**src/rtl/mem_rob_hs.sv**
```systemverilog
// ---------------------------------------------------------------------------
// mem_rob_hs : memory reorder buffer between the CPU load port and an
// out-of-order, variable-latency memory.
//
// Each accepted CPU read is tagged with the index of a ROB entry (the
// allocation pointer). The request is passed straight through to memory.
// Responses may come back in any order and are parked in their entry. Data is
// handed back to the CPU strictly in request order from the retire pointer.
//
// Ports
//   clk, rstn                         clock, async active-low reset
//   cpu_req_valid/addr/ready          CPU read request
//   cpu_rsp_valid/data/ready          in-order read data to CPU
//   mem_req_valid/addr/id/ready       request to memory (id = entry index)
//   mem_rsp_valid/id/data             memory response (no backpressure)
//   occupancy                         allocated entries, 0..DEPTH
//   err_bad_id                        registered pulse: response hit a
//                                     FREE or DONE entry
//
// Optional build macro: MEM_ROB_HS_BYPASS_EN. When defined, a response to the
// head entry is forwarded combinationally to cpu_rsp_* in the same cycle.
//
// Handshake rule, identical on every interface: a transfer happens on a
// rising clk edge where valid && ready are both 1. A valid never waits for
// ready, and while valid=1 and ready=0 the payload is held stable.
// ---------------------------------------------------------------------------
module mem_rob_hs #(
   parameter  int DEPTH = 16,
   parameter  int AW    = 8,
   parameter  int DW    = 8,
   localparam int IDW   = $clog2(DEPTH)
) (
   input  logic           clk,
   input  logic           rstn,
   input  logic           cpu_req_valid,
   input  logic [AW-1:0]  cpu_req_addr,
   output logic           cpu_req_ready,
   output logic           cpu_rsp_valid,
   output logic [DW-1:0]  cpu_rsp_data,
   input  logic           cpu_rsp_ready,
   output logic           mem_req_valid,
   output logic [AW-1:0]  mem_req_addr,
   output logic [IDW-1:0] mem_req_id,
   input  logic           mem_req_ready,
   input  logic           mem_rsp_valid,
   input  logic [IDW-1:0] mem_rsp_id,
   input  logic [DW-1:0]  mem_rsp_data,
   output logic [IDW:0]   occupancy,
   output logic           err_bad_id
);

   typedef enum logic [1:0] {
      E_FREE = 2'd0,
      E_PEND = 2'd1,
      E_DONE = 2'd2
   } ent_st_t;

   localparam logic [IDW:0]   FULL_CNT = (IDW+1)'(DEPTH);
   localparam logic [IDW:0]   ONE_C    = (IDW+1)'(1);
   localparam logic [IDW-1:0] ONE_ID   = IDW'(1);

   ent_st_t        ent_st   [DEPTH];
   logic [DW-1:0]  ent_data [DEPTH];
   logic [IDW-1:0] tail;
   logic [IDW-1:0] head;
   logic [IDW:0]   count;

   logic full;
   logic alloc;
   logic rsp_hit;
   logic retire;

   // Full is decided by the registered count only, so a retire in the same
   // cycle does not reopen the request port until the next cycle.
   assign full = (count == FULL_CNT);

   // Gated by rstn so the request port is closed while reset is asserted.
   assign mem_req_valid = rstn && cpu_req_valid && !full;
   assign cpu_req_ready = rstn && mem_req_ready && !full;
   assign mem_req_addr  = cpu_req_addr;
   assign mem_req_id    = tail;

   assign alloc   = cpu_req_valid && cpu_req_ready;
   // The entry being allocated this cycle is still FREE, so a response to it
   // is rejected like any other stray ID.
   assign rsp_hit = mem_rsp_valid && (ent_st[mem_rsp_id] == E_PEND);

`ifdef MEM_ROB_HS_BYPASS_EN
   logic byp;
   assign byp           = rsp_hit && (mem_rsp_id == head);
   assign cpu_rsp_valid = (ent_st[head] == E_DONE) || byp;
   assign cpu_rsp_data  = byp ? mem_rsp_data : ent_data[head];
`else
   assign cpu_rsp_valid = (ent_st[head] == E_DONE);
   assign cpu_rsp_data  = ent_data[head];
`endif

   assign retire    = cpu_rsp_valid && cpu_rsp_ready;
   assign occupancy = count;

   always_ff @(posedge clk or negedge rstn) begin
      if (!rstn) begin
         tail       <= '0;
         head       <= '0;
         count      <= '0;
         err_bad_id <= 1'b0;
         for (int i = 0; i < DEPTH; i++) begin
            ent_st[i]   <= E_FREE;
            ent_data[i] <= '0;
         end
      end else begin
         err_bad_id <= mem_rsp_valid && !rsp_hit;

         // Alloc targets a FREE entry, capture a PEND one and retire a DONE
         // one, so the three writes below touch distinct entries. The only
         // overlap is a bypassed retire, where the later FREE write wins.
         if (alloc) begin
            ent_st[tail] <= E_PEND;
            tail         <= tail + ONE_ID;
         end

         if (rsp_hit) begin
            ent_st[mem_rsp_id]   <= E_DONE;
            ent_data[mem_rsp_id] <= mem_rsp_data;
         end

         if (retire) begin
            ent_st[head] <= E_FREE;
            head         <= head + ONE_ID;
         end

         case ({alloc, retire})
            2'b10:   count <= count + ONE_C;
            2'b01:   count <= count - ONE_C;
            default: count <= count;
         endcase
      end
   end

endmodule

```
**config.mk**
```make
export PLATFORM = sky130hd
export DESIGN_NAME = mem_rob_hs
export DESIGN_NICKNAME = d
export VERILOG_FILES = /design/src/rtl/mem_rob_hs.sv
export SDC_FILE = /design/constraint.sdc
export NUM_CORES = 1
export LEC_CHECK = 0
export CAP_MARGIN = 0
export CORE_MARGIN = 1.5
export CORE_UTILIZATION = 25
export CTS_CLUSTER_SIZE = 12
export DETAILED_ROUTE_END_ITERATION = 16
export DONT_BUFFER_PORTS = 1
export PLACE_DENSITY = 0.34
export SYNTH_ARGS = -nofsm -noshare
export SYNTH_HDL_FRONTEND = slang
export SYNTH_SLANG_ARGS = --single-unit
```
**constraint.sdc**
```tcl
create_clock -name clk -period 10.1 [get_ports clk]
set_input_delay 1.01 -clock clk [delete_from_list [all_inputs] [get_ports clk]]
set_output_delay 1.01 -clock clk [all_outputs]
set_load 0.02 [all_outputs]
```
=== Yosys cells after proc, flatten, opt, wreduce, memory -nomap -nowiden ===
Index checks and enable logic that the tools add are counted.

* Register bits: 174
* Bits of input ports: 26
* Output and inout port bits: 29
* Word-level logic and storage cells: 98

* $add $sub $neg: 4
* Order comparisons: 6
* Eq/ne operators: 5
* Muxes and demuxes: 22
* Bitwise gates (word level): 11
* Reduce and logical (&&, ||, !) cells: 14

{| class="wikitable"
|+ Operator list
! kind !! count
|-
| $bwmux 128 || 1
|-
| $mux 32 || 3
|-
| $and 16x16->16 || 2
|-
| $and 32x32->32 || 1
|-
| $bmux 8 s4 || 1
|-
| $demux 8 s4 || 1
|-
| $not 16->16 || 2
|-
| $not 32->32 || 1
|-
| $or 16x16->16 || 2
|-
| $demux 2 s4 || 3
|-
| $mux 8 || 3
|-
| $bmux 2 s4 || 2
|-
| $ge 5x5->1 const B || 3
|-
| $lt 5x1->1 const B || 3
|-
| $not 4->5 || 3
|-
| $mux 2 || 7
|-
| $logic_and 1x1->1 || 11
|-
| $pmux 5 s2 || 1
|-
| $add 4x1->4 const B || 2
|-
| $add 5x1->5 const B || 1
|-
| $eq 5x5->1 const B || 1
|-
| $sub 5x1->5 const B || 1
|-
| $eq 2x1->1 const B || 2
|-
| $eq 2x2->1 const B || 2
|-
| other kinds (2) || 3
|}

=== Longest topological paths before layout ===
* Depth after elaboration: 12
* Mapped depth: 15
* Mapped depth without buffers: 12

=== Worst setup path after synthesis ===
OpenSTA, ideal clock, no wires.

* Path kind: in2reg
* Start: input port rstn
* End: register count[4], in the netlist occupancy[4]
* Setup time: 0.080 ns
* Arrival: 3.464 ns
* Required time: 10.020 ns
* Setup slack: 6.556 ns
* Cell stages on the path: 14
* Buffers on the path: 2
* Cell sequence: inv_1 a21oi_1 and3_1 clkbuf_1 inv_1 ha_1 clkbuf_1 xor2_1 ha_1 or3b_2 a21oi_1 o21bai_1 a21oi_1 xor2_1

* Cells in the longest elaborated chain, start to end: 5
* Elaborated cells between the ends (all ways): 7

{| class="wikitable"
|+ RTL lines
! what !! line !! source
|-
| from (decl) || 34 || <nowiki>input logic rstn,</nowiki>
|-
| $logic_and 1x1->1 (*) (2 in series) || 79 || <nowiki>assign cpu_req_ready = rstn && mem_req_ready && !full;</nowiki>
|-
| $logic_and 1x1->1 (*) || 83 || <nowiki>assign alloc = cpu_req_valid && cpu_req_ready;</nowiki>
|-
| $eq 2x1->1 or $eq 2x2->1 (tied branches) || 132 || <nowiki>case ({alloc, retire})</nowiki>
|-
| $pmux 5 s2 or $reduce_bool 2->1 (tied branches) || -- ||
|-
| to (signal assigned) || 133 || <nowiki>2'b10: count <= count + ONE_C;</nowiki>
|-
| to (signal assigned) || 134 || <nowiki>2'b01: count <= count - ONE_C;</nowiki>
|-
| to (signal assigned) || 135 || <nowiki>default: count <= count;</nowiki>
|-
| to (decl) || 66 || <nowiki>logic [IDW:0] count;</nowiki>
|}

Every way passes the cells marked *; elsewhere a longest branch is shown, timed or not.
A chain may end at the register's enable or synchronous reset.

=== Worst setup path after layout ===
* Start: register head[1]
* End: register count[4], in the netlist occupancy[4]

* Cells in the longest elaborated chain, start to end: 8
* Elaborated cells between the ends (all ways): 10

{| class="wikitable"
|+ RTL lines
! what !! line !! source
|-
| from (decl) || 65 || <nowiki>logic [IDW-1:0] head;</nowiki>
|-
| from (signal assigned) || 129 || <nowiki>head <= head + ONE_ID;</nowiki>
|-
| $not 4->5 (not written as such) (*) || 94 || <nowiki>assign cpu_rsp_valid = (ent_st[head] == E_DONE);</nowiki>
|-
| $bmux 2 s4 (*) || 94 ||
|-
| $mux 2 (not written as such) (*) (2 in series) || 94 ||
|-
| $eq 2x2->1 (*) || 94 ||
|-
| $logic_and 1x1->1 (*) || 98 || <nowiki>assign retire = cpu_rsp_valid && cpu_rsp_ready;</nowiki>
|-
| $eq 2x1->1 or $eq 2x2->1 (tied branches) || 132 ||
|-
| $pmux 5 s2 or $reduce_bool 2->1 (tied branches) || -- ||
|}

Every way passes the cells marked *; elsewhere a longest branch is shown, timed or not. The select of a mux whose other input is x is not followed.

==> flow_summary.rst <==
.. list-table::
   :header-rows: 1

   * - Metric
     - Value
   * - Skew-Pair Late Insertion Delay
     - 440 ps
   * - Hold buffers post-CTS
     - 0
   * - P_leak
     - about 4.3 nW
   * - Cell with the most instances after synthesis
     - dfrtp_1
   * - Number of endpoints failing setup at the final stage
     - 0
   * - Area inside the core boundary
     - around 0.034 mm2
   * - Post-detailed-route wirelength per cell
     - ~23 um
   * - Count of H-tree levels built during CTS
     - 4
   * - Leftover overflow at the end of global routing
     - 0
   * - CP Data Arrival Time
     - roughly 4600 ps
   * - Global Route Usage Sum
     - 0.1444
   * - Count of pins over their slew limit
     - 0
   * - Number of enable-type register cells in the synthesized netlist
     - 0
   * - Starting density of the core
     - 0.2537
   * - Power per Cell Area
     - 259.9 mW/mm2
   * - Outcome
     - finished clean
   * - Number of antenna violations at the first check in global routing
     - 0
   * - Placed standard-cell area
     - just over 0.009 mm2
   * - Post-route clock skew
     - approximately 14 ps
   * - Total CTS buffers
     - 17
   * - Synth cell types
     - 55
   * - Clock sink count
     - approximately 170
   * - Sequential element share of the synthesized area
     - 0.4981
   * - Worst hold-check path type
     - primary input to asynchronous set/reset pin
   * - Unrepaired setup endpoints after global routing
     - false
   * - Area contributors post-synth
     - dfrtp_1, mux2_2, mux4_2
   * - Number of DRC markers after the initial detailed-route iteration
     - roughly 240
   * - Floorplan die area
     - 0.03610 mm2
   * - X dimension of the die
     - 190 um
   * - Synth Cell Area
     - 0.008742 mm2
   * - Buf+Inv Stages, Crit Path
     - 2
   * - Flip-flop and latch count after synthesis
     - about 170
   * - Worst-case clock buffer depth
     - 2
   * - Top FF cell, synth
     - dfrtp_1
   * - Root Driver
     - clkbuf_16
   * - Highest achievable clock rate
     - about 0.24 GHz
   * - GPL Wtd Cong
     - 0.7672
   * - Number of inserted diodes
     - 0
   * - Clk pin slew, worst setup/hold paths
     - 70 ps
   * - Async set-reset flop share out of synthesis
     - 1.000
   * - Worst setup path class
     - flop to flop
   * - Syn_nets
     - approximately 670
   * - Area growth, synth to finish
     - 12.61%
   * - Final ANT Viol Nets
     - 0
   * - Crit end category
     - flop
   * - Final Hold Fails
     - 0
   * - Area used by sequential logic in the layout
     - 0.004357 mm2
   * - Slowest stage cell, crit path
     - buf_4
   * - TritonCTS clock tree
     - done
   * - Final cell area excluding filler cells
     - 0.009844 mm2
   * - Crit share post-route
     - 0.4193
   * - Share of the synthesized area in the top cell type
     - 0.4981
   * - NumNets Final
     - roughly 660
   * - Yosys warns
     - 0
   * - Share of layout cells above drive strength 1
     - 0.3785
   * - Worst endpoint required time
     - 10460 ps
   * - Number of non-filler instances in the completed layout
     - ~1100
   * - Footprint of the multi-input gates
     - roughly 0.0041 mm2
   * - Port buffer count
     - 0
   * - Share of the core filled with cells in the final layout
     - 0.2857
   * - Worst VDD drop
     - around 0.11 mV
   * - Relative slew slack
     - 0.1798
   * - Number of top-level design ports
     - 55
   * - Largest net degree at the start of global routing
     - 176
   * - Gate family responsible for the most delay along the worst path
     - compound AO/OA/AOI/OAI gates
   * - Final worst path period need
     - 4235 ps
   * - Setup Buffers After CTS
     - 0
   * - Cell Chain, Critical Path
     - buf_4 > inv_1 > mux4_2 > a22oi_1 > o22ai_4 > ha_1 > xor2_1 > ha_1 > or3b_2 > a21oi_1 > o21bai_1 > a21oi_1 > xor2_1
   * - Biggest fanout along the worst timing path
     - 36
   * - Critical Path Max Stage Delay
     - 550 ps
   * - Post_cts resized
     - 0
   * - First-pass iteration count of the detailed router
     - 6
   * - Mapped Avg Cell Area
     - 13.79 um2
   * - Placed insts
     - around 1100
   * - Global-route wire length before repair
     - 37650 um
   * - Max-cap violations
     - 0
   * - Transition at the pin with the smallest max-transition slack
     - about 1200 ps
   * - Worst Setup Start Kind
     - flop
   * - Final wirelength
     - 24680 um
   * - Via total after detailed routing
     - between 5000 and 6000
   * - Final Hold Slack
     - 267.2 ps
   * - Overall die height
     - 190 um
   * - Most common library cells after synthesis
     - dfrtp_1, mux2_2, mux4_2, a21oi_1, nand2_1
   * - Half-perimeter wire length of the detailed placement result
     - approximately 16000 um
   * - Fill cells
     - between 3000 and 4000
   * - Number of standard cells after synthesis
     - between 600 and 700
   * - Row count
     - between 60 and 70
   * - Number of global-route vias before repair
     - 5826
   * - Number of remaining DRC errors
     - 0
   * - Setup TNS Final
     - 0 ps
   * - Top cell type by total area after synthesis
     - dfrtp_1
   * - Via count normalized by instance count
     - between 4 and 5
[final timing paths]
kind                       slack (ps)  depth (start not counted)                      start                         to
min in group clk                  500                          1  ent_data[110]$_DFFE_PN0P_  ent_data[110]$_DFFE_PN0P_
hold / removal                    270                          0                       rstn        ent_st[6]$_DFF_PN0_
hold reg to reg                   500                          1  ent_data[110]$_DFFE_PN0P_  ent_data[110]$_DFFE_PN0P_
setup reg to reg                 5870                         13        head[1]$_DFFE_PN0N_   occupancy[4]$_DFFE_PN0P_
setup / recovery                 5870                         13        head[1]$_DFFE_PN0N_   occupancy[4]$_DFFE_PN0P_
max in group asynchronous        9280                          0                       rstn        head[1]$_DFFE_PN0N_
[metrics by stage]
step           worst slack [ps]  total power, mW
2_1_floorplan              6556            1.703
3_5_place_dp               5830            1.917
6_report                   5865            2.559
5_1_grt                    5608            2.723
4_1_cts                    5818            2.611
3_3_place_gp               5882            1.896
[worst register-to-register path, cell delays in order, from the launching register on]
cell and delay [ps]:
dfrtp_2 540, buf_4 550, inv_1 250, mux4_2 490
a22oi_1 410, o22ai_4 160, ha_1 340, xor2_1 180
ha_1 230, or3b_2 450, a21oi_1 150, o21bai_1 80
a21oi_1 170, xor2_1 150
[report_power, final]
group / switching, mW / internal [mW] / leakage [nW]
clock network: 0.300 / 0.377 / 0.288
registers: 0.173 / 0.904 / 2.30
logic: 0.397 / 0.407 / 1.72
[sequential cells by signal (all words and copies together) (netlist names)]
register / flops
ent_data: 128
ent_st: 32
occupancy: 5
head: 4
mem_req_id: 4
err_bad_id: 1
[cells by family (layout without fill, tap and decap cells)]
| logic type | count (synthesis) | after routing | synth area share |
|---|---|---|---|
| adders and majority gates | 11 | 11 | 0.01574 |
| DFF | 174 | 174 | 0.4981 |
| buffers and inverters | 63 | 63 | 0.03335 |
| AOI/OAI and AO/OA | 85 | 85 | 0.06484 |
| xor gates and xnor gates | 12 | 12 | 0.01202 |
| and+or+nand+nor | 109 | 109 | 0.08659 |
| muxes | 180 | 180 | 0.2894 |
[cells in the final DEF (no fill, tap or decap), types with 5 or more instances in the layout]
cell type	instances
a211oi_1	7
a21oi_1	38
a221oi_1	5
a22oi_1	6
and2_1	7
and3_1	5
buf_4	14
clkbuf_16	17
dfrtp_1	172
ha_1	11
inv_1	16
mux2_2	131
mux4_2	45
nand2_1	21
nand2b_1	12
nand3b_1	10
nand4_1	9
nor2_1	8
nor2b_1	12
nor4_4	9
o21ai_0	12
xnor2_1	5
xor2_1	7
[area by class of cell]
| type | count | share of cell area |
|---|---|---|
| timing repair buffer | 14 | 0.01068 |
| clock buffer | 19 | 0.04499 |
| inverter | 18 | 0.006863 |
| tap | 455 | 0.05783 |
| clock inverter | 12 | 0.01563 |
| sequential | 174 | 0.4426 |
| multi-input combinational | 397 | 0.4215 |
[metal layers]
metal | global-route usage | wire length [um] | vias to the layer above
met1 | 0.1743 | 10580 | 2845
met4 | 0.04335 | 474 | 0
li1 | - | - | 2328
met5 | 0 | 0 | -
met2 | 0.2548 | 12790 | 83
met3 | 0.03247 | 833 | 16
Power figures use the tool's default switching activity.
